## src/rtl/vm_coin_pkg.sv

```systemverilog
// rtl/vm_coin_pkg.sv - shared types and defaults for the coin acceptor front-end
package vm_coin_pkg;

    typedef enum logic [2:0] {
        IDLE         = 3'd0,
        DEBOUNCE     = 3'd1,
        EMIT         = 3'd2,
        REJECT       = 3'd3,
        WAIT_RELEASE = 3'd4
    } state_t;

    typedef enum logic {
        COIN_5  = 1'b0,
        COIN_10 = 1'b1
    } coin_t;

    localparam int DEF_DEBOUNCE_CYCLES = 16;
    localparam int DEF_JAM_CYCLES      = 1024;
    localparam int DEF_CNT_W           = 8;

endpackage

```

## src/rtl/coin_sync.sv

```systemverilog
// rtl/coin_sync.sv - two-flop synchroniser for one asynchronous sensor line
module coin_sync (
    input  logic clk,
    input  logic rst_n,
    input  logic i_d,
    output logic o_q
);

    logic r_meta;
    logic r_q;

    // Two back-to-back flops; only r_q is safe to use in the clock domain.
    always_ff @(posedge clk or negedge rst_n) begin
        if (!rst_n) begin
            r_meta <= 1'b0;
            r_q    <= 1'b0;
        end else begin
            r_meta <= i_d;
            r_q    <= r_meta;
        end
    end

    assign o_q = r_q;

endmodule

```

## src/rtl/coin_acceptor.sv

```systemverilog
// rtl/coin_acceptor.sv - debounces coin sensors, classifies coins, flags jams, keeps audit counts
module coin_acceptor
    import vm_coin_pkg::*;
#(
    parameter int DEBOUNCE_CYCLES = DEF_DEBOUNCE_CYCLES,
    parameter int JAM_CYCLES      = DEF_JAM_CYCLES,
    parameter int CNT_W           = DEF_CNT_W
) (
    input  logic             clk,
    input  logic             rst_n,
    input  logic             coin5_raw,
    input  logic             coin10_raw,
    input  logic             enable,
    input  logic             clr_counts,
    output logic             five_coin,
    output logic             ten_coin,
    output logic             coin_reject,
    output logic             jam,
    output logic [CNT_W-1:0] count5,
    output logic [CNT_W-1:0] count10
);

    localparam int CW = $clog2(JAM_CYCLES + 1);
    localparam logic [CW-1:0] DEB_LAST = CW'(DEBOUNCE_CYCLES - 1);
    localparam logic [CW-1:0] JAM_LAST = CW'(JAM_CYCLES - 1);
    localparam logic [CW-1:0] JAM_MAX  = CW'(JAM_CYCLES);

    logic w_s5;
    logic w_s10;
    logic w_line;
    logic w_other;
    logic w_any;
    logic w_deb_done;
    logic w_emit5;
    logic w_emit10;

    state_t         r_state;
    coin_t          r_type;
    logic [CW-1:0]  r_cnt;
    logic [CW-1:0]  r_rcnt;
    logic [CW-1:0]  r_hcnt;
    logic           r_five;
    logic           r_ten;
    logic           r_rej;
    logic           r_jam;
    logic [CNT_W-1:0] r_count5;
    logic [CNT_W-1:0] r_count10;

    coin_sync u_sync5 (
        .clk   (clk),
        .rst_n (rst_n),
        .i_d   (coin5_raw),
        .o_q   (w_s5)
    );

    coin_sync u_sync10 (
        .clk   (clk),
        .rst_n (rst_n),
        .i_d   (coin10_raw),
        .o_q   (w_s10)
    );

    // The latched coin type selects which synced line is "ours" and which is the intruder.
    assign w_line     = (r_type == COIN_10) ? w_s10 : w_s5;
    assign w_other    = (r_type == COIN_10) ? w_s5  : w_s10;
    assign w_any      = w_s5 | w_s10;
    assign w_deb_done = (r_state == DEBOUNCE) && w_line && !w_other && (r_cnt == DEB_LAST);
    assign w_emit5    = w_deb_done && (r_type == COIN_5);
    assign w_emit10   = w_deb_done && (r_type == COIN_10);

    // Main FSM: pulses are set on the transition into EMIT/REJECT so they are registered.
    always_ff @(posedge clk or negedge rst_n) begin
        if (!rst_n) begin
            r_state <= IDLE;
            r_type  <= COIN_5;
            r_cnt   <= '0;
            r_rcnt  <= '0;
            r_hcnt  <= '0;
            r_five  <= 1'b0;
            r_ten   <= 1'b0;
            r_rej   <= 1'b0;
            r_jam   <= 1'b0;
        end else begin
            r_five <= 1'b0;
            r_ten  <= 1'b0;
            r_rej  <= 1'b0;
            case (r_state)
                IDLE: begin
                    if (w_s5 && w_s10) begin
                        r_state <= REJECT;
                        r_rej   <= 1'b1;
                    end else if (w_any) begin
                        if (enable) begin
                            r_state <= DEBOUNCE;
                            r_type  <= w_s10 ? COIN_10 : COIN_5;
                            r_cnt   <= '0;
                        end else begin
                            r_state <= REJECT;
                            r_rej   <= 1'b1;
                        end
                    end
                end
                DEBOUNCE: begin
                    if (w_other) begin
                        r_state <= REJECT;
                        r_rej   <= 1'b1;
                    end else if (!w_line) begin
                        r_state <= IDLE;
                    end else if (w_deb_done) begin
                        r_state <= EMIT;
                        r_five  <= w_emit5;
                        r_ten   <= w_emit10;
                    end else begin
                        r_cnt <= r_cnt + 1'b1;
                    end
                end
                EMIT, REJECT: begin
                    r_state <= WAIT_RELEASE;
                    r_rcnt  <= '0;
                end
                WAIT_RELEASE: begin
                    if (w_any) begin
                        r_rcnt <= '0;
                        if (r_hcnt != JAM_MAX) begin
                            r_hcnt <= r_hcnt + 1'b1;
                        end
                        if (r_hcnt == JAM_LAST) begin
                            r_jam <= 1'b1;
                        end
                    end else if (r_rcnt == DEB_LAST) begin
                        r_state <= IDLE;
                        r_jam   <= 1'b0;
                        r_hcnt  <= '0;
                    end else begin
                        r_rcnt <= r_rcnt + 1'b1;
                    end
                end
                default: begin
                    r_state <= IDLE;
                end
            endcase
        end
    end

    // Saturating audit counters; a clear on the same cycle as an accept wins.
    always_ff @(posedge clk or negedge rst_n) begin
        if (!rst_n) begin
            r_count5  <= '0;
            r_count10 <= '0;
        end else if (clr_counts) begin
            r_count5  <= '0;
            r_count10 <= '0;
        end else begin
            if (w_emit5 && (r_count5 != {CNT_W{1'b1}})) begin
                r_count5 <= r_count5 + 1'b1;
            end
            if (w_emit10 && (r_count10 != {CNT_W{1'b1}})) begin
                r_count10 <= r_count10 + 1'b1;
            end
        end
    end

    assign five_coin   = r_five;
    assign ten_coin    = r_ten;
    assign coin_reject = r_rej;
    assign jam         = r_jam;
    assign count5      = r_count5;
    assign count10     = r_count10;

endmodule
```

## config.mk

```make
export PLATFORM = sky130hd
export DESIGN_NAME = coin_acceptor
export DESIGN_NICKNAME = d
export VERILOG_FILES = /design/src/rtl/vm_coin_pkg.sv /design/src/rtl/coin_sync.sv /design/src/rtl/coin_acceptor.sv
export SDC_FILE = /design/constraint.sdc
export NUM_CORES = 1
export LEC_CHECK = 0
export CORE_ASPECT_RATIO = 0.6
export CORE_UTILIZATION = 41
export DETAILED_ROUTE_END_ITERATION = 12
export SYNTH_ARGS = -nofsm -noshare
export SYNTH_HDL_FRONTEND = slang
export SYNTH_SLANG_ARGS = --single-unit
```

## constraint.sdc

```tcl
create_clock -name clk -period 2.34 [get_ports clk]
set_input_delay 0.468 -clock clk [delete_from_list [all_inputs] [get_ports clk]]
set_output_delay 0.468 -clock clk [all_outputs]
set_load 0.01 [all_outputs]
```

### Word level (Yosys, flattened, before mapping)

Cells that the tools add are included.

* word-level logic and storage cells: 113
* register bits after elaboration: 61
* ROM bits: 0
* bits in writable memories: 0
* input port bits: 6
* memories kept: 0
* bits in latches: 0

* shift-type cells: 0
* add/sub/neg operators: 5
* reductions and logical operators: 22
* eq/ne operators: 23
* multipliers: 0
* bitwise gates (word level): 3
* multiplexer cells: 45
* divide/modulo/power cells: 0
* magnitude comparators: 0

Operators by type and width (number)
* 11-bit 2-to-1 mux: 11
* 11-bit case mux with 2 select lines: 2
* 11-bit by 1-bit adder with 11-bit output (second input constant): 3
* 8-bit 2-to-1 mux: 4
* 11-bit by 4-bit == test with 1-bit output (second input constant): 2
* 3-bit 2-to-1 mux: 7
* 1-bit 2-to-1 mux: 18
* 8-bit by 1-bit adder with 8-bit output (second input constant): 2
* 2-bit != test (second input constant): 8
* 8-bit != test (second input constant): 2
* 3-bit case mux with 4 select lines: 1
* 11-bit by 10-bit == test with 1-bit output (second input constant): 1
* 11-bit != test (second input constant): 1
* 2-bit nonzero test: 5
* 1-bit logical AND: 8
* 4-bit AND reduction: 2
* 7-bit AND reduction: 1
* 3-bit by 2-bit == test with 1-bit output (second input constant): 2
* 3-bit != test (second input constant): 2
* 3-bit AND reduction: 2
* 2-bit by 1-bit != test with 1-bit output (second input constant): 2
* 4-bit != test (second input constant): 1
* 3-bit by 1-bit == test with 1-bit output (second input constant): 1
* 3-bit == test (second input constant): 1
* other kinds (8): 9

### Logic depth before layout (Yosys ltp)

* word-level depth: 9
* depth in mapped cells: 7

### Cells and area by module

A second synthesis with hierarchy kept.

* cell total of the unflattened synthesis: 351
* area, all modules: 3214.3 um2

By module, submodules not included
* coin_acceptor: area each 3114.2 um2, sequential area each 1426.4 um2, cells each 347, times used 1
* coin_sync: area each 50.0 um2, sequential area each 50.0 um2, cells each 2, times used 2

### Least setup slack after synthesis

No wires, ideal clock.

* kind: reg-to-reg
* from: register r_state[1]
* to: register r_rcnt[9]
* path buffers: 2
* stages on the path, launching flop included: 8
* data arrival time: 1.818 ns
* clock period less this slack: 1.884 ns
* slack: 0.456 ns
* path through: dfrtp_1 > buf_6 > or3b_1 > buf_6 > nor3_4 > nor2_2 > or4_1 > nand2_1

* longest elaborated chain between the ends: 4

Ends and longest elaborated chain
* start, declared: RTL line coin_acceptor.sv:37 `state_t r_state;`
* start signal, assigned: RTL line coin_acceptor.sv:74 `r_state <= IDLE;`
* start signal, assigned: RTL line coin_acceptor.sv:90 `r_state <= REJECT;`
* start signal, assigned: RTL line coin_acceptor.sv:94 `r_state <= DEBOUNCE;`
* 3-bit by 2-bit == test with 1-bit output: RTL line coin_acceptor.sv:87 `case (r_state)`
* 2-bit OR reduction: RTL line coin_acceptor.sv:87
* 2-bit nonzero test (no line)
* 2-bit AND reduction (no line)
* end signal, assigned: RTL line coin_acceptor.sv:135 `r_rcnt <= r_rcnt + 1'b1;`
* end, declared: RTL line coin_acceptor.sv:40 `logic [CW-1:0] r_rcnt;`

Parallel ways exist; a longest one is shown, timed or not.
A chain may end at the register's enable or synchronous reset.

### Worst setup path in the final report

* from: register r_rcnt[7]
* to: register r_hcnt[8]

* longest elaborated chain between the ends: 3

Ends and longest elaborated chain
* 11-bit by 4-bit == test with 1-bit output: RTL line coin_acceptor.sv:130 `end else if (r_rcnt == DEB_LAST) begin`
* 2-bit nonzero test (no line)
* 3-bit AND reduction (no line)
* end signal, assigned: RTL line coin_acceptor.sv:125 `r_hcnt <= r_hcnt + 1'b1;`
* end, declared: RTL line coin_acceptor.sv:41 `logic [CW-1:0] r_hcnt;`

Every way passes these cells.

==> results by group <==
Run status
  – Status: finished, final reports clean

Synth
  – Register area share after synthesis: 46.3%
  – Post-synthesis mux area share: 1.56%
  – Simple-Gate Fraction of Synth Area: 28.1%
  – Synth cell count leaders: dfrtp_1 (61), nor2_1 (39), o21ai_0 (35)
  – Post-Syn Area: 3290 um^2
  – Post-synth top area cell: dfrtp_1
  – Synth async-reset ratio: 100%
  – Distinct cells, synth: 55
  – Mapped Cells: 360
  – Post-Synth XOR/XNOR Area: 4.52%
  – Compound-Gate Fraction of Synth Area: 13.1%
  – Avg Cell Area, Syn: 9.15 um^2
  – Post-Synth Adder-Cell Area: 2.89%
  – EDFF count, synth: 0
  – Most frequent cell after synthesis: dfrtp_1
  – Synth Net Count: 372
  – Flops & latches, synth: 61
  – Yosys top cell area share: 46.3%
  – Ys Warns: 0
  – Synth area leaders: dfrtp_1 (46%), o21ai_0 (5.3%), nand3_1 (4.7%)
  – Top FF cell, synth: dfrtp_1
  – Largest family of logic cells by synthesized area: simple AND/OR/NAND/NOR gates

Clock network
  – CTS tree: yes
  – Clk sinks: 61
  – Clock latency at the later pin of the worst-skew pair: 0.33 ns
  – Clk slew on worst S/H paths: 0.05 ns
  – Post-CTS Resized: 0
  – TritonCTS Buffers: 9
  – CTS H-tree depth: 3
  – Clock root cell: clkbuf_16
  – Hold-fix buffers, CTS: 0
  – Clk buf depth: 2
  – Postcts setup bufs: 0

Power and ir drop
  – Net Sw Frac: 31.1%
  – Flop pwr share: 41.1%
  – Peak VDD IR: 0.452 mV
  – Comb pwr share: 20.3%
  – Cell Pwr Density: 822 nW/um^2
  – Leak: 1.67 nW
  – Clk pwr share: 38.6%
  – Switching power: 1.02 mW
  – P_int: 2.26 mW
  – Tot Pwr: 3.28 mW

Global routing
  – All-layer global routing usage: 20.6%
  – Grt ovf: 0
  – Global-route wire length before repair: 13.4 mm
  – Antenna violations before repair: 0
  – Pin count of the biggest net entering global routing: 40
  – Vias in the first global route: 2574

STA
  – Fin crit period: 2.19 ns
  – Setup violators final: 0
  – Setup TNS: 0 ns
  – Final Hold Viols: 0
  – Worst-Margin Slew: 0.660 ns
  – Tcrit/Tclk final: 93.4%
  – Max-slew violations: 0
  – Max Clock Freq: 0.458 GHz
  – WHS: 0.120 ns
  – RSZ-0062 raised after global routing: no
  – Slew HR: 56.0%
  – Final setup skew: 0.00501 ns

Setup path
  – Max Fanout on Critical Path: 6
  – Arr. time, crit path: 2.39 ns
  – Crit path max-delay cell type: a2111oi_0
  – R2R cell count: 5
  – Crit path cell chain: nor4_1 > nand3_1 > a2111oi_0 > xnor2_1 > nor2_1
  – Worst Setup End Kind: register
  – CP required: 2.55 ns
  – FF-to-FF Start: r_rcnt[7]
  – Critical path class: reg2reg
  – Worst path max stage delay: 0.65 ns
  – R2R Path End: r_hcnt[8]
  – CP Launch Type: register
  – FF-to-FF setup slack: 0.15 ns
  – Critical path origin: r_rcnt[7]

Routing
  – Post-Route WL: 7.86 mm
  – DRC: 0
  – Drt first pass iters: 4
  – 1st-iter DRT viols: 183
  – Final antenna-violating net count: 0
  – Vias: 2780
  – DR WL/cell: 15.6 um
  – Post-DR vias/cell: 5.53

Place
  – I/O Buffers: 25
  – DP HPWL: 5.54 mm
  – Routability cong.: 0.845
  – Number of placed instances, taps included: 489

Die
  – I/O pins: 26
  – Initial Utilization: 43.9%
  – Row cnt: 24
  – Die width: 118 um
  – Die Span Y: 71.4 um
  – Die outline area: 8410 um^2
  – Core area: 7510 um^2

Job
  – Max-cap violations: 0

Cells and area
  – Post-route insts no fill: 503
  – Final Net Count: 408
  – # diodes: 0
  – Area grow syn2layout: 21.3%
  – Layout cells sized above 1: 9.77%

Min path
  – Min-Delay Path Class: in2async
final cells by class:
cell class,count,area (um^2)
clock buffer,13,280
tap,104,130
clock inverter,1,5.00
sequential,61,1530
timing repair buffer,41,378
fill,715,3510
multi-input combinational,277,1650
inverter,6,22.5
worst max-delay path by stage:
stage	to	slack [ns]	cells past startpoint
final	r_hcnt[8]	0.15	5
after CTS	r_hcnt[8]	0.23	5
after global routing	r_hcnt[8]	0.05	5
after floorplan	r_rcnt[9]	0.46	7
after global placement	r_cnt[3]	0.06	6
after detailed placement	r_cnt[2]	0.01	6
routing by layer:
layer | vias up | track usage [%] | share of wire (%)
met5 | - | 0 | 0
met4 | 0 | 8.69 | 1.4
met3 | 11 | 5.41 | 4.2
met2 | 60 | 25.4 | 38
met1 | 1321 | 32.8 | 57
li1 | 1388 | - | -
critical path, delay by kind of cell (launching register included):
kind / cells / cell delay (ns)
xor gates and xnor gates: 1 / 0.18
and+or+nand+nor: 3 / 0.80
AOI/OAI and AO/OA: 1 / 0.65
DFF: 1 / 0.43
stage by stage:
stage	worst slack, ns	instance area, um^2	util (%)
3_3_place_gp	0.0586	3710	49.4
3_5_place_dp	0.0138	3710	49.4
5_1_grt	0.0483	4000	53.2
4_1_cts	0.227	4000	53.2
6_report	0.155	4000	53.2
2_1_floorplan	0.456	3290	-
registers in the layout, summed over array words and instances (netlist names), 3 cells and up:
signal	count
count5	8
r_hcnt	11
count10	8
r_state	3
r_rcnt	11
r_cnt	11
cell usage in the layout (no fill, tap or decap), drive strengths merged, types with 2 or more instances in the layout:
cell type,count
a2111oi,3
a21oi,14
a311oi,2
a31oi,6
and2,2
and3,10
and4,3
buf,17
clkbuf,13
clkdlybuf4s50,24
dfrtp,61
ha,6
inv,6
maj3,2
mux2i,4
nand2,32
nand2b,2
nand3,31
nand4,9
nor2,40
nor2b,3
nor3,15
nor3b,4
nor4,9
nor4b,2
o21a,2
o21ai,36
o31ai,3
or2b,2
or3,2
or4,3
xnor2,12
xor2,5
power groups by stage:
stage,Combinational [mW],Clock (mW),Sequential (mW)
2_1_floorplan,0.538,0,1.26
3_3_place_gp,0.657,0,1.35
3_5_place_dp,0.665,0,1.36
4_1_cts,0.668,1.29,1.34
5_1_grt,0.760,1.34,1.38
6_report,0.668,1.27,1.35
cell families (layout without fill, tap and decap cells):
| logic type | Yosys count | after routing |
|---|---|---|
| and+or+nand+nor | 174 | 174 |
| adders and majority gates | 8 | 8 |
| DFF | 61 | 61 |
| xor gates and xnor gates | 17 | 17 |
| AOI/OAI and AO/OA | 73 | 73 |
| buffers and inverters | 22 | 61 |
| muxes | 5 | 5 |
(Power assumes the default switching activity.)
